**src/rtl/cu_pkg.sv**
```systemverilog
// Shared types and constants for the multi-cycle control sequencer: class and phase
// encodings, control word field positions, the instruction-fetch word and the default HLT opcode.
package cu_pkg;

  typedef enum logic [1:0] {
    CLS_REG    = 2'b00,
    CLS_IMM    = 2'b01,
    CLS_MEM    = 2'b10,
    CLS_BRANCH = 2'b11
  } cu_class_e;

  typedef enum logic [1:0] {
    PH_FETCH = 2'd0,
    PH_EXEC  = 2'd1,
    PH_HALT  = 2'd2
  } cu_phase_e;

  localparam int CW_W             = 37;
  localparam int PC_FS_LSB        = 0;
  localparam int PC_FS_W          = 2;
  localparam int PC_SEL_LSB       = 2;
  localparam int DATA_TRI_LSB     = 3;
  localparam int DATA_TRI_W       = 2;
  localparam int ADD_TRI_LSB      = 5;
  localparam int SIZE_LSB         = 6;
  localparam int SIZE_W           = 2;
  localparam int STATUS_LOAD_LSB  = 8;
  localparam int IR_LOAD_LSB      = 9;
  localparam int MEM_WRITE_EN_LSB = 10;
  localparam int B_SEL_LSB        = 11;
  localparam int MEM_CS_LSB       = 12;
  localparam int MEM_CS_W         = 2;
  localparam int C0_LSB           = 14;
  localparam int W_REG_LSB        = 15;
  localparam int DA_LSB           = 16;
  localparam int SB_LSB           = 21;
  localparam int SA_LSB           = 26;
  localparam int REG_ADDR_W       = 5;
  localparam int FS_LSB           = 31;
  localparam int FS_W             = 5;
  localparam int SPARE_LSB        = 36;

  // Fetch while memory is still busy: chip select, address and data buses only.
  localparam logic [CW_W-1:0] FETCH_CW = (CW_W'(2) << MEM_CS_LSB)
                                       | (CW_W'(1) << ADD_TRI_LSB)
                                       | (CW_W'(2) << DATA_TRI_LSB);
  // Extra bits once the fetched word is valid: load IR and advance the PC.
  localparam logic [CW_W-1:0] FETCH_DONE_CW = (CW_W'(1) << IR_LOAD_LSB)
                                            | (CW_W'(1) << PC_FS_LSB);

  localparam logic [10:0] HLT_OP_DEFAULT = 11'b11010100010;

endpackage

```
**src/rtl/cu_class_decode.sv**
```systemverilog
// Combinational instruction classifier: maps IR opcode bits to an execution class,
// flags the halt opcode, and flags instructions that fit no class.
module cu_class_decode
  import cu_pkg::*;
#(
  parameter logic [10:0] HLT_OP = HLT_OP_DEFAULT
) (
  input  logic [31:0] ir,
  output cu_class_e   cls,
  output logic        is_hlt,
  output logic        is_illegal
);

  logic unused_ir_bits;
  assign unused_ir_bits = ^ir[20:0];

  // Overlapping patterns resolve in priority order: REG, IMM, BRANCH, MEM.
  always_comb begin
    cls        = CLS_REG;
    is_illegal = 1'b0;
    is_hlt     = (ir[31:21] == HLT_OP);
    if (ir[27:25] == 3'b101)      cls = CLS_REG;
    else if (ir[28:26] == 3'b100) cls = CLS_IMM;
    else if (ir[28:26] == 3'b101) cls = CLS_BRANCH;
    else if (ir[27] && !ir[25])   cls = CLS_MEM;
    else                          is_illegal = 1'b1;
  end

endmodule

```
**src/rtl/cu_sequencer.sv**
```systemverilog
// Multi-cycle control sequencer: FETCH / EXEC / HALT phases, memory-wait stalls and
// control word muxing. Optional performance counters are built when CU_PERF_COUNT_EN is defined.
module cu_sequencer
  import cu_pkg::*;
#(
  parameter int          CUL    = 36,
  parameter logic [10:0] HLT_OP = HLT_OP_DEFAULT
) (
  input  logic         clock,
  input  logic         reset,
  input  logic [31:0]  IR,
  input  logic         mem_ready,
  input  logic [CUL:0] cw_dec,
  input  logic [2:0]   ns_dec,
  input  logic [2:0]   k_dec,
  output logic [1:0]   class_sel,
  output logic [3:0]   state,
  output logic [CUL:0] controlWord,
  output logic [2:0]   k_mux,
  output logic         halted,
  output logic         illegal,
  output logic [31:0]  instr_count,
  output logic [31:0]  cycle_count
);

  cu_phase_e  phase_reg;
  cu_class_e  class_reg;
  logic [3:0] state_reg;
  logic       illegal_reg;

  cu_class_e  dec_class;
  logic       dec_hlt;
  logic       dec_illegal;

  cu_class_decode #(.HLT_OP(HLT_OP)) u_class_decode (
    .ir         (IR),
    .cls        (dec_class),
    .is_hlt     (dec_hlt),
    .is_illegal (dec_illegal)
  );

  logic stall;
  logic exec_done;
  logic nop_done;
  assign stall     = (phase_reg == PH_EXEC) && (cw_dec[MEM_CS_LSB +: MEM_CS_W] != '0) && !mem_ready;
  assign exec_done = (phase_reg == PH_EXEC) && !stall && (ns_dec == 3'd0);
  assign nop_done  = (phase_reg == PH_FETCH) && mem_ready && !dec_hlt && dec_illegal;

  assign class_sel = class_reg;
  assign state     = state_reg;
  assign illegal   = illegal_reg;
  assign halted    = (phase_reg == PH_HALT) && reset;

  always_comb begin
    controlWord = '0;
    k_mux       = '0;
    if (reset) begin
      case (phase_reg)
        PH_FETCH: begin
          controlWord = (CUL+1)'(FETCH_CW);
          if (mem_ready) controlWord = controlWord | (CUL+1)'(FETCH_DONE_CW);
        end
        PH_EXEC: begin
          controlWord      = cw_dec;
          controlWord[CUL] = 1'b0;
          k_mux            = k_dec;
          // A stalled memory step keeps its bus drive but must not commit anything.
          if (stall) begin
            controlWord[W_REG_LSB]                = 1'b0;
            controlWord[STATUS_LOAD_LSB]          = 1'b0;
            controlWord[IR_LOAD_LSB]              = 1'b0;
            controlWord[PC_FS_LSB +: PC_FS_W]     = '0;
          end
        end
        default: ;
      endcase
    end
  end

  always_ff @(posedge clock or negedge reset) begin
    if (!reset) begin
      phase_reg   <= PH_FETCH;
      class_reg   <= CLS_REG;
      state_reg   <= 4'd0;
      illegal_reg <= 1'b0;
    end else begin
      illegal_reg <= 1'b0;
      case (phase_reg)
        PH_FETCH: begin
          if (mem_ready) begin
            if (dec_hlt) begin
              phase_reg <= PH_HALT;
            end else if (dec_illegal) begin
              illegal_reg <= 1'b1;
            end else begin
              phase_reg <= PH_EXEC;
              class_reg <= dec_class;
              state_reg <= 4'd0;
            end
          end
        end
        PH_EXEC: begin
          if (!stall) begin
            if (ns_dec != 3'd0) begin
              state_reg <= {1'b0, ns_dec};
            end else begin
              phase_reg <= PH_FETCH;
              state_reg <= 4'd0;
            end
          end
        end
        default: phase_reg <= PH_HALT;
      endcase
    end
  end

`ifdef CU_PERF_COUNT_EN
  logic [31:0] instr_count_reg;
  logic [31:0] cycle_count_reg;

  always_ff @(posedge clock or negedge reset) begin
    if (!reset) begin
      instr_count_reg <= '0;
      cycle_count_reg <= '0;
    end else begin
      if (phase_reg != PH_HALT) cycle_count_reg <= cycle_count_reg + 32'd1;
      if (exec_done || nop_done) instr_count_reg <= instr_count_reg + 32'd1;
    end
  end

  assign instr_count = instr_count_reg;
  assign cycle_count = cycle_count_reg;
`else
  logic unused_perf;
  assign unused_perf = exec_done ^ nop_done;
  assign instr_count = '0;
  assign cycle_count = '0;
`endif

endmodule

```
**config.mk**
```make
export PLATFORM = sky130hd
export DESIGN_NAME = cu_sequencer
export DESIGN_NICKNAME = d
export VERILOG_FILES = /design/src/rtl/cu_pkg.sv /design/src/rtl/cu_class_decode.sv /design/src/rtl/cu_sequencer.sv
export SDC_FILE = /design/constraint.sdc
export NUM_CORES = 1
export LEC_CHECK = 0
export CAP_MARGIN = 20
export CORE_ASPECT_RATIO = 1.75
export CORE_UTILIZATION = 24
export CTS_CLUSTER_DIAMETER = 60
export DETAILED_ROUTE_END_ITERATION = 16
export GPL_TIMING_DRIVEN = 0
export PLACE_DENSITY = 0.8
export SLEW_MARGIN = 25
export SYNTH_ARGS = -nofsm -noshare
export SYNTH_HDL_FRONTEND = slang
export SYNTH_SLANG_ARGS = --single-unit
```
**constraint.sdc**
```tcl
create_clock -name clock -period 2 [get_ports clock]
set_input_delay 0.6 -clock clock [delete_from_list [all_inputs] [get_ports clock]]
set_output_delay 0.6 -clock clock [all_outputs]
set_load 0.05 [all_outputs]
```
==> qor.txt <==
Status: finished with violations
Violated checks: setup timing
Reg-to-reg endpoint: class_sel[1]
P_int: 1.19 mW
Pin count of the biggest net entering global routing: 18
Final Cycle Share: 104%
First-pass iteration count of the detailed router: 4
Final min period: 2.08 ns
Worst R2R Start: phase_reg[1]
Vias per cell: 3.91
Met2 GRT Util: 34.3%
Part of the power in combinational logic: 83.0%
Io pins: 190
Reg2Reg Depth: 5
H-tree depth: 1
Reg2Reg Setup Slack: 0.33 ns
Via count: 1682
GR Util met1: 13.9%
Initial cell density of the core: 25.4%
Worst-margin pin slew: 0.513 ns
Gr busiest metal: met2
Die span in y: 101 microns
Slew Limit Fails: 0
Post-Synthesis Cells: 176
RSZ-0062 raised after global routing: true
Critical path's largest stage delay: 0.41 ns
Yosys reg bits: 8
Yosys warns: 0
CP Capture Point: controlWord[9]
Clk buf depth: 2
Power density cells: 852 nW/um^2
Yosys cell types: 35
Die W: 58.8 microns
Fmax: 480 MHz
Initial antenna violation count: 0
Share of the synthesized area in the top cell type: 36.6%
Met3 usage: 4.21%
CTS buffer count: 3
Vias in the first global route: 1545
Cell Area, Synth: 1360 sq um
Max reg flops: 3
DR WL/cell: 12.0 microns
Clock Power Share: 7.6%
Clock Sinks: 8
Slowest CP cell: or3b_4
CP Cell Sequence: buf_6 -> or3b_4 -> a21boi_4 -> buf_6
Overall power: 2.59 mW
DP Cell Count: 416
Endpoint class of the critical path: primary output
Finished Layout Cells: 430
GRT overflow: 0
Core footprint: 5340 sq um
Most common cell in the netlist: buf_4
Drt total wl: 5160 microns
Fin nets: 436
Clock slew at reported path FFs: 0.05 ns
Routability Congestion: 0.766
Ys async rst share: 100%
EDFF count, synth: 0
Sequential fraction of the synthesis area: 14.8%
First-pass GRT wire length: 7320 microns
Setup Skew: 0.00522 ns
FP Rows: 35
Switching share of power: 54.1%
Top cells by count, synth: buf_4, and3_1, inv_1, dfrtp_1, nand3_1
Gr usage total: 16.1%
P_sw: 1.40 mW
Post-route setup slack: -0.0849 ns
Setup_tns: -0.954 ns
Mean post-synth cell area: 7.70 sq um
Dpl ws: -1.55 ns
Worst EP required: 1.40 ns
Crit-path most repeated cell: buf_6
Clk_lat worst skew: 0.23 ns
Drt drc: 0
Setup-failing EPs final: 17
Number of antenna diodes: 0
Share of layout cells above drive strength 1: 46.1%
Top cells by area, synth: buf_4, and3_1, dfrtp_1, nand3_1, inv_1
Fill cells: 499
Class of the worst hold path: input port to asynchronous set/reset pin
PortBufs: 101
Top FF cell, synth: dfrtp_1
CP arrival: 1.48 ns
1st-iter DRT viols: 47
Max-Cap Viols: 0
Detail Placement HPWL: 4030 microns
LEAKAGE: 1.67 nW
Leading area contributor after synthesis: buf_4
ANT nets after route: 0
CTS tree: yes
Hold buffers post-CTS: 0
Worst vdd ir: 0.468 mV
Critical path fanouts, max: 3
Clock Tree Root: clkbuf_8
Final Hold Viols: 0
Worst setup startpoint: phase_reg[0]
Rel. slew slack: 65.7%
Startpoint class of the critical path: flip-flop
Crit Path Category: flip-flop to primary output
Synthesis-to-finish area growth: 124%
Part of the power in registers: 9.4%
Die Area: 5960 sq um
## critical path, delay by kind of cell (launching register included)
family | cells | cell delay [ns]
and+or+nand+nor | 1 | 0.41
buffers and inverters | 2 | 0.29
AOI/OAI and AO/OA | 1 | 0.17
DFF | 1 | 0.39
## logic make-up after synthesis
logic type | after synthesis | share of synthesized area [%]
AO/OA/AOI/OAI | 18 | 10.5
buffers and inverters | 83 | 41.9
AND/OR/NAND/NOR | 65 | 31.7
multiplexers | 1 | 0.831
other | 1 | 0.277
flip-flops | 8 | 14.8
## power groups by stage
| stage | clock network [mW] | logic [mW] | registers (mW) |
|---|---|---|---|
| 6_report | 0.197 | 2.15 | 0.243 |
| 5_1_grt | 0.216 | 2.25 | 0.249 |
| 4_1_cts | 0.202 | 2.09 | 0.244 |
| 3_5_place_dp | 0 | 1.87 | 0.245 |
| 3_3_place_gp | 0 | 1.86 | 0.241 |
| 2_1_floorplan | 0 | 1.23 | 0.370 |
## cell type report
cell class | count | area (sq um) | area share, %
tap | 74 | 92.6 | 3.05
multi-input combinational | 150 | 958 | 31.5
clock buffer | 3 | 41.3 | 1.36
buffer | 74 | 572 | 18.8
inverter | 9 | 33.8 | 1.11
timing repair buffer | 112 | 1140 | 37.5
sequential | 8 | 201 | 6.63
## cells in the final DEF, fill, tap and decap left out, types with 2 or more instances in the layout
cell	count
dlygate4sd2_1	7
clkbuf_2	4
nand2_1	2
clkdlybuf4s50_1	48
and3_1	20
a21boi_4	2
clkbuf_8	5
a32o_1	2
inv_1	9
dfrtp_1	7
nand3_2	2
o211ai_1	3
a21oi_2	2
dlymetal6s2s_1	2
buf_8	14
and3_4	13
nand4_1	3
and2b_1	3
conb_1	66
buf_6	19
a31oi_1	2
buf_4	87
clkbuf_4	2
nand3_1	6
nand2b_1	2
## what timing repair did
action / 4_1_cts / 5_1_grt
pin swaps: 15 / 3
gates cloned: 2 / 0
gates resized for setup: 319 / 28
setup endpoints to repair: 44 / 40
buffers inserted: 8 / 1
## metrics by stage
step	instance area [sq um]	hold slack, ns	util [%]
2_1_floorplan	1640	0.304	-
3_3_place_gp	2740	0.570	51.4
3_5_place_dp	2740	0.576	51.4
4_1_cts	2950	0.187	55.2
5_1_grt	3040	0.185	56.9
6_report	3040	0.184	56.9
## metal layers
metal,share of wire [%],up-vias
met5,0,-
met4,0.48,0
met3,12,2
met2,58,121
met1,29,729
li1,-,830
## how the worst min path moves through the flow
stage	to	slack [ns]
after floorplan	class_sel[0]	0.30
after global placement	state[2]	0.57
after detailed placement	state[2]	0.58
after CTS	class_sel[0]	0.19
after global routing	illegal	0.19
final	class_sel[0]	0.18
Note: power is estimated with default switching activity, not from simulation.
